### config.mk
export PLATFORM = sky130hd
export DESIGN_NAME = u110_ata_pio_sequencer_flat
export DESIGN_NICKNAME = d
export VERILOG_FILES = /design/src/rtl/u110_ata_pkg.sv /design/src/rtl/u110_ata_pio_sequencer_if.sv /design/src/rtl/u110_sync2.sv /design/src/rtl/u110_ata_pio_sequencer.sv /design/src/flat_wrapper.sv
export SDC_FILE = /design/constraint.sdc
export NUM_CORES = 1
export LEC_CHECK = 0
export BUFFER_PORTS_ARGS = -buffer_cell sky130_fd_sc_hd__buf_2
export CORE_MARGIN = 10
export CORE_UTILIZATION = 30
export CTS_CLUSTER_DIAMETER = 50
export DETAILED_ROUTE_END_ITERATION = 10
export PLACE_DENSITY = 0.43
export SKIP_LAST_GASP = 1
export SYNTH_ARGS = -nofsm -noshare
export SYNTH_HDL_FRONTEND = slang
export SYNTH_SLANG_ARGS = --single-unit
export TNS_END_PERCENT = 100
### constraint.sdc
create_clock -name CLK40 -period 5.1 [get_ports CLK40]
set_input_delay 1.275 -clock CLK40 [delete_from_list [all_inputs] [get_ports CLK40]]
set_output_delay 1.275 -clock CLK40 [all_outputs]
set_load 0.1 [all_outputs]
### src/rtl/u110_ata_pkg.sv
// rtl/u110_ata_pkg.sv - shared states, PIO timing tables and mode clamp for the ATA PIO sequencer
package u110_ata_pkg;

  typedef enum logic [2:0] {
    ST_IDLE,
    ST_SETUP,
    ST_STROBE,
    ST_WAIT,
    ST_DONE,
    ST_RECOVER
  } state_t;

  // IORDY wait limit in 25 ns cycles (1250 ns)
  localparam logic [5:0] TIMEOUT = 6'd50;

  // Modes above 4 behave as the fastest supported mode
  function automatic logic [2:0] clamp_mode(input logic [2:0] m);
    return (m > 3'd4) ? 3'd4 : m;
  endfunction

  // Address setup (T1) cycles per clamped mode
  function automatic logic [3:0] t1_of(input logic [2:0] m);
    case (m)
      3'd0:       return 4'd3;
      3'd1, 3'd2: return 4'd2;
      default:    return 4'd1;
    endcase
  endfunction

  // Strobe low (T2) cycles per clamped mode
  function automatic logic [3:0] t2_of(input logic [2:0] m);
    case (m)
      3'd0:       return 4'd7;
      3'd1:       return 4'd6;
      3'd2, 3'd3: return 4'd4;
      default:    return 4'd3;
    endcase
  endfunction

  // Recovery cycles per clamped mode; T1+T2+TREC gives the cycle time t0
  function automatic logic [3:0] trec_of(input logic [2:0] m);
    case (m)
      3'd0:    return 4'd10;
      3'd1:    return 4'd8;
      3'd2:    return 4'd4;
      3'd3:    return 4'd3;
      default: return 4'd1;
    endcase
  endfunction

endpackage

### src/rtl/u110_ata_pio_sequencer_if.sv
// rtl/u110_ata_pio_sequencer_if.sv - CPU-side request and ATA-side control signals of the PIO sequencer
interface u110_ata_pio_sequencer_if;
  logic       ATA_CYC;
  logic       RnW;
  logic [2:0] PIO_MODE;
  logic       IORDY_EN;
  logic       IORDY;
  logic       ATA_CS_EN;
  logic       ATA_DIORn;
  logic       ATA_DIOWn;
  logic       DATA_OE;
  logic       DATA_LATCH;
  logic       ATA_TACK;
  logic       ATA_TEA;

  modport master (
    output ATA_CYC, RnW, PIO_MODE, IORDY_EN, IORDY,
    input  ATA_CS_EN, ATA_DIORn, ATA_DIOWn, DATA_OE, DATA_LATCH, ATA_TACK, ATA_TEA
  );

  modport slave (
    input  ATA_CYC, RnW, PIO_MODE, IORDY_EN, IORDY,
    output ATA_CS_EN, ATA_DIORn, ATA_DIOWn, DATA_OE, DATA_LATCH, ATA_TACK, ATA_TEA
  );
endinterface

### src/rtl/u110_sync2.sv
// rtl/u110_sync2.sv - two-flop synchroniser for an asynchronous input pin
module u110_sync2 (
  input  logic clk,
  input  logic rst,
  input  logic d,
  output logic q
);
  logic meta;

  // Two back-to-back flops give metastability a full cycle to settle
  always_ff @(posedge clk) begin
    if (rst) begin
      meta <= 1'b0;
      q    <= 1'b0;
    end else begin
      meta <= d;
      q    <= meta;
    end
  end
endmodule

### src/rtl/u110_ata_pio_sequencer.sv
// rtl/u110_ata_pio_sequencer.sv - one ATA PIO transfer per CPU request with IORDY wait and timeout
module u110_ata_pio_sequencer
  import u110_ata_pkg::*;
(
  input logic                     CLK40,
  input logic                     RESET,
  u110_ata_pio_sequencer_if.slave bus
);
  state_t     state;
  logic [3:0] cnt;
  logic [5:0] tcnt;
  logic       rnw_q;
  logic       iordy_en_q;
  logic [2:0] mode_q;
  logic       iordy_s;
  logic       abort;
  logic [2:0] mode_in;

  logic cs_en, dior_n, diow_n, data_oe, data_latch, tack, tea;

  u110_sync2 u_iordy_sync (
    .clk (CLK40),
    .rst (RESET),
    .d   (bus.IORDY),
    .q   (iordy_s)
  );

  assign mode_in = clamp_mode(bus.PIO_MODE);
  assign abort   = !bus.ATA_CYC &&
                   (state == ST_SETUP || state == ST_STROBE || state == ST_WAIT);

  assign bus.ATA_CS_EN  = cs_en;
  assign bus.ATA_DIORn  = dior_n;
  assign bus.ATA_DIOWn  = diow_n;
  assign bus.DATA_OE    = data_oe;
  assign bus.DATA_LATCH = data_latch;
  assign bus.ATA_TACK   = tack;
  assign bus.ATA_TEA    = tea;

  // Transfer FSM; every output is a register so the bus buffers see glitch-free controls.
  // The phase counter never steps below 1, so it cannot wrap.
  always_ff @(posedge CLK40) begin
    if (RESET) begin
      state      <= ST_IDLE;
      cnt        <= 4'd0;
      tcnt       <= 6'd0;
      rnw_q      <= 1'b1;
      iordy_en_q <= 1'b0;
      mode_q     <= 3'd0;
      cs_en      <= 1'b0;
      dior_n     <= 1'b1;
      diow_n     <= 1'b1;
      data_oe    <= 1'b0;
      data_latch <= 1'b0;
      tack       <= 1'b0;
      tea        <= 1'b0;
    end else begin
      data_latch <= 1'b0;
      if (abort) begin
        // CPU gave up: release the bus quietly, still honour recovery time
        dior_n  <= 1'b1;
        diow_n  <= 1'b1;
        cs_en   <= 1'b0;
        data_oe <= 1'b0;
        cnt     <= trec_of(mode_q);
        state   <= ST_RECOVER;
      end else begin
        case (state)
          ST_IDLE: begin
            if (bus.ATA_CYC && cnt == 4'd0 && !tack && !tea) begin
              rnw_q      <= bus.RnW;
              mode_q     <= mode_in;
              iordy_en_q <= bus.IORDY_EN;
              cnt        <= t1_of(mode_in);
              cs_en      <= 1'b1;
              data_oe    <= !bus.RnW;
              state      <= ST_SETUP;
            end
          end
          ST_SETUP: begin
            if (cnt <= 4'd1) begin
              dior_n <= !rnw_q;
              diow_n <= rnw_q;
              cnt    <= t2_of(mode_q);
              state  <= ST_STROBE;
            end else begin
              cnt <= cnt - 4'd1;
            end
          end
          ST_STROBE: begin
            if (cnt <= 4'd1) begin
              // last strobe-low cycle has elapsed: negate and request termination
              dior_n <= 1'b1;
              diow_n <= 1'b1;
              tack   <= 1'b1;
              state  <= ST_DONE;
            end else if (cnt == 4'd2 && iordy_en_q && !iordy_s) begin
              // device not ready: keep the strobe low instead of entering the final cycle
              tcnt  <= 6'd0;
              state <= ST_WAIT;
            end else begin
              if (cnt == 4'd2) data_latch <= rnw_q;
              cnt <= cnt - 4'd1;
            end
          end
          ST_WAIT: begin
            if (iordy_s) begin
              // one final strobe-low cycle, with read data captured in it
              data_latch <= rnw_q;
              cnt        <= 4'd1;
              state      <= ST_STROBE;
            end else if (tcnt >= TIMEOUT - 6'd1) begin
              dior_n <= 1'b1;
              diow_n <= 1'b1;
              tea    <= 1'b1;
              state  <= ST_DONE;
            end else if (tcnt != 6'h3f) begin
              tcnt <= tcnt + 6'd1;
            end
          end
          ST_DONE: begin
            // chip select and write data held for one cycle past strobe negation
            cs_en   <= 1'b0;
            data_oe <= 1'b0;
            if (!bus.ATA_CYC) begin
              tack  <= 1'b0;
              tea   <= 1'b0;
              cnt   <= trec_of(mode_q);
              state <= ST_RECOVER;
            end
          end
          ST_RECOVER: begin
            if (cnt <= 4'd1) begin
              cnt   <= 4'd0;
              state <= ST_IDLE;
            end else begin
              cnt <= cnt - 4'd1;
            end
          end
          default: state <= ST_IDLE;
        endcase
      end
    end
  end
endmodule

### src/flat_wrapper.sv
// flat-port wrapper written by rule: the top's interface ports become plain ports
module u110_ata_pio_sequencer_flat import u110_ata_pkg::*;
  (CLK40, RESET, bus_ATA_CYC, bus_RnW, bus_PIO_MODE, bus_IORDY_EN, bus_IORDY, bus_ATA_CS_EN, bus_ATA_DIORn, bus_ATA_DIOWn, bus_DATA_OE, bus_DATA_LATCH, bus_ATA_TACK, bus_ATA_TEA);
  u110_ata_pio_sequencer_if bus_i ();
  input logic CLK40;
  input logic RESET;
  input wire logic [$bits(bus_i.ATA_CYC)-1:0] bus_ATA_CYC;
  input wire logic [$bits(bus_i.RnW)-1:0] bus_RnW;
  input wire logic [$bits(bus_i.PIO_MODE)-1:0] bus_PIO_MODE;
  input wire logic [$bits(bus_i.IORDY_EN)-1:0] bus_IORDY_EN;
  input wire logic [$bits(bus_i.IORDY)-1:0] bus_IORDY;
  output wire logic [$bits(bus_i.ATA_CS_EN)-1:0] bus_ATA_CS_EN;
  output wire logic [$bits(bus_i.ATA_DIORn)-1:0] bus_ATA_DIORn;
  output wire logic [$bits(bus_i.ATA_DIOWn)-1:0] bus_ATA_DIOWn;
  output wire logic [$bits(bus_i.DATA_OE)-1:0] bus_DATA_OE;
  output wire logic [$bits(bus_i.DATA_LATCH)-1:0] bus_DATA_LATCH;
  output wire logic [$bits(bus_i.ATA_TACK)-1:0] bus_ATA_TACK;
  output wire logic [$bits(bus_i.ATA_TEA)-1:0] bus_ATA_TEA;
  assign bus_i.ATA_CYC = bus_ATA_CYC;
  assign bus_i.RnW = bus_RnW;
  assign bus_i.PIO_MODE = bus_PIO_MODE;
  assign bus_i.IORDY_EN = bus_IORDY_EN;
  assign bus_i.IORDY = bus_IORDY;
  assign bus_ATA_CS_EN = bus_i.ATA_CS_EN;
  assign bus_ATA_DIORn = bus_i.ATA_DIORn;
  assign bus_ATA_DIOWn = bus_i.ATA_DIOWn;
  assign bus_DATA_OE = bus_i.DATA_OE;
  assign bus_DATA_LATCH = bus_i.DATA_LATCH;
  assign bus_ATA_TACK = bus_i.ATA_TACK;
  assign bus_ATA_TEA = bus_i.ATA_TEA;
  u110_ata_pio_sequencer u_core (.CLK40(CLK40), .RESET(RESET), .bus(bus_i));
endmodule
==> flow_metrics.py <==
metrics = {
    "cts": {
        "root_buffer_master": "sky130_fd_sc_hd__clkbuf_8",
        "cts_num_sinks": 27,
        "number_of_buffers_on_the_longest_clock_path": 2,
        "postCtsSetupRepairBufs": 0,
        "clkTransAtPathRegs_ns": 0.11,
        "cts_repair_resize_count": 0,
        "tritoncts.num_buffers": 3,
        "clock_tree_from_tritoncts": "built",
        "h-tree-depth": 1,
        "cts_hold_repair.buffers": 0,
        "clk_latency_ns": 0.29,
    },
    "power": {
        "p_int_uw": 503,
        "sequential_share_of_power_pct": 32.0,
        "p_leak_uw": 0.000698,
        "irDropWorstVdd_mv": 0.224,
        "netSwitchingFraction_pct": 50.7,
        "netSwitchingPower_uw": 518,
        "pwr-share-comb_pct": 54.7,
        "power.density_cell_area_mw_per_mm2": 523,
        "clock_power_share_pct": 13.3,
    },
    "timing": {
        "report.final.hold_viol_count": 0,
        "layout_worst_path_cycle_share_pct": 46.7,
        "fmax_ghz": 0.420,
        "setup_repair_after_global_routing_missed_its_margin": "false",
        "worst_slew_pin_slew_ns": 0.724,
        "final_max_slew_viols": 0,
        "setup_tns_ns": 0,
        "period_minus_slack_ns": 2.38,
        "worst_slew_margin_rel_pct": 51.7,
        "timing.clock.skew_ns": 0.00366,
        "setup_viol": 0,
    },
    "die": {
        "initial_standard_cell_utilization_of_the_core_pct": 30.7,
        "placementRows": 28,
        "die_height_um": 97.4,
        "area_of_the_core_mm2": 0.00585,
        "floorplan.die_area_mm2": 0.00948,
        "boundaryPins": 16,
        "fp.dieW_um": 97.4,
    },
    "worst_setup_path": {
        "timing.rr.end": "u_core.cnt[0]",
        "critical_path_arrival_ns": 2.58,
        "critPathRequiredTime_ns": 5.29,
        "r2r_slack_ns": 2.81,
        "startpoint_kind_of_the_worst_setup_timing_path": "primary input",
        "crit_fanout": 9,
        "reg2reg_from": "u_core.cnt[0]",
        "critical_path.endpoint_type": "flip-flop",
        "reg2regPathDepth": 7,
        "worst-setup-path-type": "in -> reg",
    },
    "logic_synthesis": {
        "synth_edf_count": 0,
        "ys.warnings.count": 0,
        "synth.net_count": 241,
        "syn-cell-area_mm2": 0.00180,
        "synth-seq-cells": 27,
        "seq_area_frac_synth_pct": 30.1,
        "async_flop_share_pct": 0,
        "netlist_instances": 225,
        "synthesis.area_per_instance_um2": 7.98,
        "post_synth_num_cell_types": 58,
        "synth_flop_type": "sky130_fd_sc_hd__dfxtp_1",
    },
    "final_layout": {
        "post_route_cells_drive_above_1_share_pct": 12.5,
        "flow.area_growth_from_synthesis_pct": 8.92,
        "insertedDiodeCount": 0,
        "fillers": 621,
        "finish.instance_area_mm2": 0.00196,
        "final_net_count": 249,
    },
    "route": {
        "drt_wirelength_um": 4840,
        "post_route_ant_nets": 0,
        "firstDrtPassIters": 4,
        "drc": 0,
        "routed-via-count": 1647,
        "detail_route.iter0.violations": 90,
        "route.detailed.wl_per_inst_um": 15.8,
        "detail_route.vias_per_cell": 5.36,
    },
    "hold_path": {
        "worstHoldPathCells": 1,
        "hold_path_end": "u_core.u_iordy_sync.q",
        "min-delay-path-class": "reg -> reg",
        "min_from": "u_core.u_iordy_sync.meta",
    },
    "placed_design": {
        "gp_congestion": 0.818,
        "port_buffers": 15,
        "placed_area_mm2": 0.00191,
        "hpwl_um": 3640,
    },
    "grt": {
        "grt_first_pass_wirelength_um": 7940,
        "grt_max_degree": 24,
        "use_met3_pct": 1.64,
        "grt_pass1_vias": 1562,
        "grt_util_met1_pct": 12.9,
        "met2_usage_pct": 15.7,
        "grt_max_usage_layer": "met2",
        "grt_remaining_overflow": 0,
        "all_layer_global_routing_usage_pct": 9.81,
        "grt_antenna_before_repair": 0,
    },
    "status": {
        "run_status": "finished, final reports clean",
    },
    "job": {
        "drv_cap": 0,
    },
}
==> cells in the final DEF, fill, tap and decap left out, drive strengths merged, types with 3 or more instances in the layout <==
cell and instances:
clkbuf 3, nor3b 3, a31oi 4, mux2i 5
o21ai 12, nand2b 4, and2 5, ha 7
or2 5, o31ai 4, a221oi 5, inv 13
nor2 21, nand3 8, a21boi 3, nand2 17
a21oi 19, nor4b 3, or3 5, nor2b 5
dfxtp 27, nor3 5, o2111ai 3, buf 15
==> Yosys cell counts (all sizes together), types with 2 or more instances <==
master / instances / area (µm²)
ha: 7 / 87.6
clkbuf: 5 / 20.0
a21o: 2 / 15.0
a2111oi: 2 / 17.5
o21ai: 12 / 60.1
nand3: 8 / 40.0
nor2b: 5 / 31.3
a21boi: 3 / 22.5
o2111ai: 3 / 32.5
mux2i: 5 / 50.1
dfxtp: 27 / 541
a211oi: 2 / 15.0
nor3: 5 / 25.0
o31ai: 4 / 30.0
o311ai: 2 / 17.5
and2: 5 / 31.3
o311a: 2 / 21.3
a21oi: 19 / 95.1
a31oi: 4 / 25.0
nand2b: 4 / 25.0
buf: 7 / 37.5
nor4b: 3 / 32.5
o21bai: 2 / 15.0
xnor2: 2 / 17.5
nor3b: 3 / 43.8
or3: 5 / 31.3
nor2: 21 / 81.3
inv: 13 / 48.8
or2: 5 / 31.3
nand2: 17 / 63.8
a221oi: 5 / 50.0
==> layout make-up <==
cell class / count / area, µm² / area share [%]
multi-input combinational: 173 / 1150 / 58.7
sequential: 27 / 541 / 27.6
tap: 75 / 93.8 / 4.80
timing repair buffer: 15 / 75.1 / 3.84
inverter: 13 / 48.8 / 2.50
clock buffer: 3 / 41.3 / 2.11
clock inverter: 1 / 7.51 / 0.384
==> sequential cells by signal (all words and copies together) (netlist names) <==
| register | cells |
|---|---|
| u_core.state | 3 |
| u_core.bus.ATA_CS_EN | 1 |
| u_core.bus.ATA_TACK | 1 |
| u_core.u_iordy_sync.meta | 1 |
| u_core.bus.DATA_LATCH | 1 |
| u_core.bus.ATA_TEA | 1 |
| u_core.bus.ATA_DIOWn | 1 |
| u_core.u_iordy_sync.q | 1 |
| u_core.cnt | 4 |
| u_core.bus.DATA_OE | 1 |
| u_core.mode_q | 3 |
| u_core.bus.ATA_DIORn | 1 |
| u_core.iordy_en_q | 1 |
| u_core.tcnt | 6 |
| u_core.rnw_q | 1 |
==> through the flow <==
stage / cells / hold WS [ns] / power [µW] / setup WS, ns / util (%)
after floorplan: 225 / 0.414 / 770 / 2.60 / -
after global placement: 303 / 0.417 / 913 / 2.45 / 32.6
after detailed placement: 303 / 0.427 / 888 / 2.39 / 32.6
after CTS: 307 / 0.456 / 1030 / 2.72 / 33.4
after global routing: 307 / 0.470 / 1100 / 2.59 / 33.4
final: 307 / 0.446 / 1020 / 2.72 / 33.4
==> layer usage <==
layer,wire (µm),up-vias,part of all wire [%]
met3,215,5,4.4
met5,0,-,0
met2,2210,43,46
li1,-,836,-
met1,2340,763,48
met4,67,0,1.4
==> power by group through the flow <==
stage | sequential (µW) | clock (µW) | combinational (µW)
4_1_cts | 326 | 142 | 559
6_report | 327 | 136 | 559
5_1_grt | 336 | 146 | 621
3_3_place_gp | 335 | 0 | 578
2_1_floorplan | 349 | 0 | 421
3_5_place_dp | 330 | 0 | 557
==> cell families after synthesis <==
logic type	Yosys count	synth area share, %
adder cells (fa/ha/maj)	7	4.88
AND/OR/NAND/NOR	87	27.2
AO/OA/AOI/OAI	71	27.6
flip-flops	27	30.1
multiplexers	5	2.79
XOR/XNOR	3	1.46
buffers and inverters	25	5.92
==> critical path: stages <==
cell	delay (ns)
sky130_fd_sc_hd__buf_2	0.17
sky130_fd_sc_hd__nand4bb_1	0.17
sky130_fd_sc_hd__o311ai_1	0.37
sky130_fd_sc_hd__o311ai_1	0.25
sky130_fd_sc_hd__o41ai_1	0.34
==> worst max-delay path by stage <==
stage	cells after the start	to	startpoint	slack, ns
after detailed placement	6	u_core.bus.DATA_OE	bus_ATA_CYC	2.39
after global routing	5	u_core.state[2]	bus_ATA_CYC	2.59
final	5	u_core.state[2]	bus_ATA_CYC	2.72
after floorplan	7	u_core.bus.DATA_OE	bus_ATA_CYC	2.60
after global placement	6	u_core.bus.DATA_OE	bus_ATA_CYC	2.45
after CTS	6	u_core.bus.DATA_OE	bus_ATA_CYC	2.72
(Power assumes the default switching activity.)
